**src/rtl/sponge_pkg.sv**
```systemverilog
// Shared sponge definitions: FSM states, default widths and the permutation round helper.
// Build macro SPONGE_ABSORB_PAD_EN adds the PAD state used by 10* padding.
package sponge_pkg;

  localparam int CWIDTH_DEF      = 320;
  localparam int RWIDTH_DEF      = 32;
  localparam int REMAINWIDTH_DEF = 20;
  localparam int ROUND_COUNT_DEF = 10;
  localparam int ROT_AMT         = 7;
  localparam int MAX_SWIDTH      = 1024;

  typedef logic [MAX_SWIDTH-1:0] wide_t;

`ifdef SPONGE_ABSORB_PAD_EN
  typedef enum logic [2:0] {IDLE, WAIT_WORD, PERM_GO, PERM_WAIT, PAD, DONE} state_t;
`else
  typedef enum logic [2:0] {IDLE, WAIT_WORD, PERM_GO, PERM_WAIT, DONE} state_t;
`endif

  // Rotate the low w bits of s left by amt; bits at and above w come back as zero.
  function automatic wide_t rotl(input wide_t s, input int amt, input int w);
    wide_t mask;
    wide_t sm;
    mask = {MAX_SWIDTH{1'b1}} >> (MAX_SWIDTH - w);
    sm   = s & mask;
    return ((sm << amt) | (sm >> (w - amt))) & mask;
  endfunction

  function automatic wide_t round_fn(input wide_t s, input int rnd, input int w);
    return rotl(s, ROT_AMT, w) ^ wide_t'(unsigned'(rnd));
  endfunction

endpackage

```
**src/rtl/sponge_perm.sv**
```systemverilog
// Iterative sponge permutation: one round per clock, done pulses once after ROUND_COUNT rounds.
module sponge_perm
  import sponge_pkg::*;
#(
  parameter int SWIDTH      = RWIDTH_DEF + CWIDTH_DEF,
  parameter int ROUND_COUNT = ROUND_COUNT_DEF
) (
  input  logic              clk,
  input  logic              reset,
  input  logic              start,
  input  logic [SWIDTH-1:0] s_in,
  output logic [SWIDTH-1:0] s_out,
  output logic              done
);

  localparam int CNTW = $clog2(ROUND_COUNT + 1);
  localparam logic [CNTW-1:0] LAST_ROUND = CNTW'(ROUND_COUNT - 1);

  logic [CNTW-1:0]   round_reg;
  logic              run_reg;
  logic              done_reg;
  logic [SWIDTH-1:0] s_reg;
  logic [SWIDTH-1:0] s_src;
  logic [SWIDTH-1:0] s_next;

  // Round 0 is folded into the start edge so done lands ROUND_COUNT cycles after start.
  always_comb begin
    s_src  = start ? s_in : s_reg;
    s_next = SWIDTH'(round_fn(wide_t'(s_src), start ? 0 : int'(round_reg), SWIDTH));
  end

  always_ff @(posedge clk or posedge reset) begin
    if (reset) begin
      round_reg <= '0;
      run_reg   <= 1'b0;
      done_reg  <= 1'b0;
      s_reg     <= '0;
    end else begin
      done_reg <= 1'b0;
      if (start) begin
        s_reg     <= s_next;
        round_reg <= CNTW'(1);
        run_reg   <= (ROUND_COUNT > 1);
        done_reg  <= (ROUND_COUNT == 1);
      end else if (run_reg) begin
        s_reg     <= s_next;
        round_reg <= round_reg + CNTW'(1);
        if (round_reg == LAST_ROUND) begin
          run_reg  <= 1'b0;
          done_reg <= 1'b1;
        end
      end
    end
  end

  assign s_out = s_reg;
  assign done  = done_reg;

endmodule

```
**src/rtl/sponge_absorb.sv**
```systemverilog
// Sponge absorb engine: XORs MSB-aligned message words into the rate, permuting between words.
// Build macro SPONGE_ABSORB_PAD_EN enables 10* padding (inline on a partial word, else a PAD block).
module sponge_absorb
  import sponge_pkg::*;
#(
  parameter int CWIDTH      = CWIDTH_DEF,
  parameter int RWIDTH      = RWIDTH_DEF,
  parameter int REMAINWIDTH = REMAINWIDTH_DEF,
  parameter int ROUND_COUNT = ROUND_COUNT_DEF
) (
  input  logic                   clk,
  input  logic                   reset,
  input  logic                   start,
  input  logic [RWIDTH-1:0]      r_in,
  input  logic [CWIDTH-1:0]      c_in,
  input  logic [REMAINWIDTH-1:0] msg_len,
  input  logic [RWIDTH-1:0]      m_data,
  input  logic                   m_valid,
  output logic                   m_ready,
  output logic                   busy,
  output logic [RWIDTH-1:0]      r_out,
  output logic [CWIDTH-1:0]      c_out,
  output logic                   done
);

  localparam int SWIDTH = RWIDTH + CWIDTH;
  localparam logic [REMAINWIDTH-1:0] RW_LEN  = REMAINWIDTH'(RWIDTH);
  localparam logic [RWIDTH-1:0]      MSB_BIT = {1'b1, {(RWIDTH-1){1'b0}}};

  state_t                 state_reg;
  logic [RWIDTH-1:0]      r_reg;
  logic [CWIDTH-1:0]      c_reg;
  logic [REMAINWIDTH-1:0] remain_reg;
  logic [RWIDTH-1:0]      r_out_reg;
  logic [CWIDTH-1:0]      c_out_reg;
  logic                   done_reg;

  logic [REMAINWIDTH-1:0] take_len;
  logic [RWIDTH-1:0]      word_mask;
  logic [RWIDTH-1:0]      word_x;
  logic                   perm_start;
  logic                   perm_done;
  logic [SWIDTH-1:0]      perm_out;

`ifdef SPONGE_ABSORB_PAD_EN
  logic                   padded_reg;
  logic                   pad_stage_reg;
  logic                   partial;
  logic [RWIDTH-1:0]      pad_bit;
`endif

  always_comb begin
    take_len  = (remain_reg >= RW_LEN) ? RW_LEN : remain_reg;
    word_mask = ~({RWIDTH{1'b1}} >> take_len);
    word_x    = m_data & word_mask;
`ifdef SPONGE_ABSORB_PAD_EN
    partial   = (take_len < RW_LEN);
    pad_bit   = partial ? (MSB_BIT >> take_len) : '0;
`endif
  end

  assign perm_start = (state_reg == PERM_GO);

  sponge_perm #(
    .SWIDTH      (SWIDTH),
    .ROUND_COUNT (ROUND_COUNT)
  ) u_perm (
    .clk   (clk),
    .reset (reset),
    .start (perm_start),
    .s_in  ({r_reg, c_reg}),
    .s_out (perm_out),
    .done  (perm_done)
  );

  always_ff @(posedge clk or posedge reset) begin
    if (reset) begin
      state_reg     <= IDLE;
      r_reg         <= '0;
      c_reg         <= '0;
      remain_reg    <= '0;
      r_out_reg     <= '0;
      c_out_reg     <= '0;
      done_reg      <= 1'b0;
`ifdef SPONGE_ABSORB_PAD_EN
      padded_reg    <= 1'b0;
      pad_stage_reg <= 1'b0;
`endif
    end else begin
      done_reg <= 1'b0;
      case (state_reg)
        IDLE: begin
          if (start) begin
            r_reg      <= r_in;
            c_reg      <= c_in;
            remain_reg <= msg_len;
`ifdef SPONGE_ABSORB_PAD_EN
            padded_reg    <= 1'b0;
            pad_stage_reg <= 1'b0;
            state_reg     <= (msg_len != '0) ? WAIT_WORD : PAD;
`else
            state_reg     <= (msg_len != '0) ? WAIT_WORD : DONE;
`endif
          end
        end
        WAIT_WORD: begin
          if (m_valid) begin
`ifdef SPONGE_ABSORB_PAD_EN
            r_reg      <= r_reg ^ word_x ^ pad_bit;
            padded_reg <= padded_reg | partial;
`else
            r_reg      <= r_reg ^ word_x;
`endif
            remain_reg <= remain_reg - take_len;
            state_reg  <= PERM_GO;
          end
        end
        PERM_GO: state_reg <= PERM_WAIT;
        PERM_WAIT: begin
          if (perm_done) begin
            {r_reg, c_reg} <= perm_out;
            if (remain_reg != '0)
              state_reg <= WAIT_WORD;
`ifdef SPONGE_ABSORB_PAD_EN
            else if (!padded_reg)
              state_reg <= PAD;
`endif
            else
              state_reg <= DONE;
          end
        end
`ifdef SPONGE_ABSORB_PAD_EN
        // The pad block spends two cycles here: stage the pad word, then fold it into the rate.
        PAD: begin
          if (!pad_stage_reg) begin
            pad_stage_reg <= 1'b1;
          end else begin
            pad_stage_reg <= 1'b0;
            r_reg         <= r_reg ^ MSB_BIT;
            padded_reg    <= 1'b1;
            state_reg     <= PERM_GO;
          end
        end
`endif
        DONE: begin
          done_reg  <= 1'b1;
          r_out_reg <= r_reg;
          c_out_reg <= c_reg;
          state_reg <= IDLE;
        end
        default: state_reg <= IDLE;
      endcase
    end
  end

  assign m_ready = (state_reg == WAIT_WORD);
  assign busy    = (state_reg != IDLE);
  assign r_out   = r_out_reg;
  assign c_out   = c_out_reg;
  assign done    = done_reg;

endmodule

```
**config.mk**
```make
export PLATFORM = sky130hd
export DESIGN_NAME = sponge_absorb
export DESIGN_NICKNAME = d
export VERILOG_FILES = /design/src/rtl/sponge_pkg.sv /design/src/rtl/sponge_perm.sv /design/src/rtl/sponge_absorb.sv
export SDC_FILE = /design/constraint.sdc
export NUM_CORES = 2
export LEC_CHECK = 0
export BUFFER_PORTS_ARGS = -buffer_cell sky130_fd_sc_hd__buf_2
export CAP_MARGIN = 20
export CORE_AREA = 5 5 315 317
export DETAILED_ROUTE_END_ITERATION = 10
export DIE_AREA = 0 0 320 322
export PLACE_DENSITY = 0.72
export SYNTH_ARGS = -nofsm -noshare
export SYNTH_HDL_FRONTEND = slang
export SYNTH_SLANG_ARGS = --single-unit
```
**constraint.sdc**
```tcl
create_clock -name clk -period 80.2 [get_ports clk]
set_input_delay 24.06 -clock clk [delete_from_list [all_inputs] [get_ports clk]]
set_output_delay 24.06 -clock clk [all_outputs]
set_load 0.02 [all_outputs]
```
==> flow_summary.toml <==
[worst_setup_path]
worst-setup-path-type = "in -> async"
cp_max_fo = 175
worstPathRequired_ns = 80.86
crit_top_cell = "buf_4"
critPathMaxStageDelay_ns = 0.88
crit_path_top_delay_cell = "buf_4"
arrival_ns = 29.08
path_cells = "buf_2 > inv_8 > buf_4 > buf_4 > buf_12 > buf_4 > buf_16 > buf_4"
endpoint_kind = "asynchronous set/reset pin"
cp-start-kind = "input pin"

[place]
place_ws_ns = 50.61
place_inst = 6307
portBuffers = 762
dp_hpwl_um = 94400
gp_congestion = 0.870
placed_area_um2 = 52000

[cts]
clk_pin_slew_ns = 0.06
cts_buffers = 110
tritoncts = "built"
post-cts-setup-buffer-count = 0
cts_sinks = 1086
cts_hold_buf = 0
cts_htree_levels = 3
ctsResizeCount = 0
cts_max_path_buffers = 3
root_buffer = "clkbuf_16"
clock_latency_ns = 0.69

[synthesis]
syn-num-nets = 4990
synthCells = 4579
ys_ff_latch = 1086
yosysSeqAreaShare_pct = 57.0
async_reset_ff_share_pct = 100
syn-mean-instance-area_um2 = 10.4
synthFlopType = "dfrtp_1"
yosysWarnings = 0
netlist-cell-type-count = 80
synth_area_um2 = 47700
synth_edf_count = 0

[timing]
rsz0062_at_grt = "no"
skew_ns = 0.0271
finalCritPeriodShare_pct = 35.4
fmax_mhz = 35.2
slew_headroom_pct = 13.9
whs_ns = 0.491
slew_violations = 0
setup_viol = 0
hold_viol_final = 0
fin_crit_ns = 28.42
fin_ws_ns = 51.78
worst_pin_slew_ns = 1.29
setup_tns_ns = 0

[pwr]
pwr-share-seq_pct = 45.2
p_per_area_nw_per_um2 = 36.1
clockPowerShare_pct = 26.2
intPower_uw = 1270
p_leak_uw = 0.0269
irDropWorstVdd_uv = 32.7
p_comb_share_pct = 28.5
switching_power_uw = 746
p_sw_share_pct = 37.0

[routing]
drt-initial-drc-count = 3753
drtPass1Iterations = 6
detail_route.vias_per_cell = 5.74
wl_um = 142000
drcViolationCount = 0
wl_per_cell_um = 21.7
vias = 37500
drtAntennaViolNets = 0

[global_routing]
grt_pass1_vias = 36600
grt_first_pass_wirelength_um = 218000
antenna_found_initial = 20
grt.overflow.total = 0
grt_max_degree = 251
track_usage_pct = 26.6

[floorplan]
die_x_um = 320
top_level_ports = 763
dieHeight_um = 322
dieArea_um2 = 103000
fp.coreArea_um2 = 96000
rows = 114
start_util_pct = 49.7

[layout]
final_cell_area_um2 = 55800
fin_nets = 5555
layout_commonest_cell = "dfrtp_1"
instances_no_fill = 6527
drive_above_1_share_pct = 26.0
largest_register_ffs = 352
mostFrequentLayoutCells = "1,085 x dfrtp_1, 1,045 x nand2_1, 762 x buf_2"
syn2layout_area_growth_pct = 17.0
fill_cells = 7980

[job]
max_cap_viol_count = 0

[run_status]
status = "complete, no violations"

[hold_path]
worst_hold_path_type = "reg -> reg"
[final cells by class]
cell class                      instances  area (µm²)  area share [%]
Clock buffer                          162        3280            5.88
Timing Repair Buffer                  804        4250            7.62
Tap cell                             1276        1600            2.86
Multi-Input combinational cell       3122       18900            33.9
Antenna cell                           15        37.5          0.0673
Sequential cell                      1086       27200            48.7
Clock inverter                         42         450           0.807
Inverter                               20        82.6           0.148
[final timing paths]
kind,slack (ns),end,cells past startpoint,start
hold reg to reg,0.49,u_perm.s_out[92]$_DFFE_PP0P_,2,c_reg[85]$_DFFE_PP0P_
setup reg to reg,75.26,c_reg[175]$_DFFE_PP0P_,9,state_reg[0]$_DFFE_PP0P_
hold / removal,0.49,u_perm.s_out[92]$_DFFE_PP0P_,2,c_reg[85]$_DFFE_PP0P_
max in group clk,52.81,c_reg[175]$_DFFE_PP0P_,10,m_valid
setup / recovery,51.78,c_out[79]$_DFFE_PP0P_,8,reset
min in group asynchronous,23.56,c_out[218]$_DFFE_PP0P_,2,reset
[cells in the mapped netlist, drive strengths merged (6+ instances only)]
| library cell | count | area [µm²] |
|---|---|---|
| mux2i | 348 | 3480 |
| buf | 185 | 933 |
| nor3 | 8 | 40.0 |
| nand4 | 6 | 37.5 |
| clkbuf | 166 | 623 |
| and3 | 11 | 68.8 |
| nand2b | 6 | 37.5 |
| a21oi | 45 | 225 |
| o221ai | 7 | 61.3 |
| nor2 | 359 | 1360 |
| and2 | 9 | 56.3 |
| a221o | 21 | 210 |
| dfrtp | 1086 | 27200 |
| o31ai | 6 | 55.1 |
| inv | 20 | 75.1 |
| o21ai | 400 | 2000 |
| nand2 | 1047 | 3930 |
| a31oi | 338 | 2110 |
| nand3 | 32 | 160 |
| or3 | 13 | 91.3 |
| nor4 | 12 | 111 |
| mux2 | 354 | 3990 |
[worst max-delay path: cells and delay by family]
family	cells	cell delay, ns
buffers and inverters	8	4.64
[power groups by stage]
stage | Combinational [µW] | Sequential (µW) | Clock [µW]
2_1_floorplan | 472 | 834 | 0
3_3_place_gp | 549 | 909 | 0
3_5_place_dp | 573 | 916 | 0
4_1_cts | 577 | 908 | 536
5_1_grt | 648 | 932 | 560
6_report | 575 | 912 | 529
[cells by family (layout without fill, tap and decap cells)]
kind of cell	Yosys count	after routing	share of synthesized area [%]
flops	1086	1086	57.0
simple gates	1525	1525	12.7
buf+inv	371	1028	3.42
other cells	1	16	0.00786
fa+ha+maj	3	3	0.0787
mux	702	702	15.7
xor+xnor	7	7	0.129
compound gates	884	884	11.0
[metrics by stage]
step,power [µW],util [%]
floorplan,1310,-
global placement,1460,54.2
detailed placement,1490,54.2
CTS,2020,58.1
global route,2140,58.1
finish,2020,58.1
[per-layer routing]
layer  GRT usage [%]  routed length, µm
met1            36.3              58500
met2            42.4              67200
met3            5.10              10200
met4            10.6               5690
met5               0                 94
No activity file was read; power rests on OpenSTA's default activity.
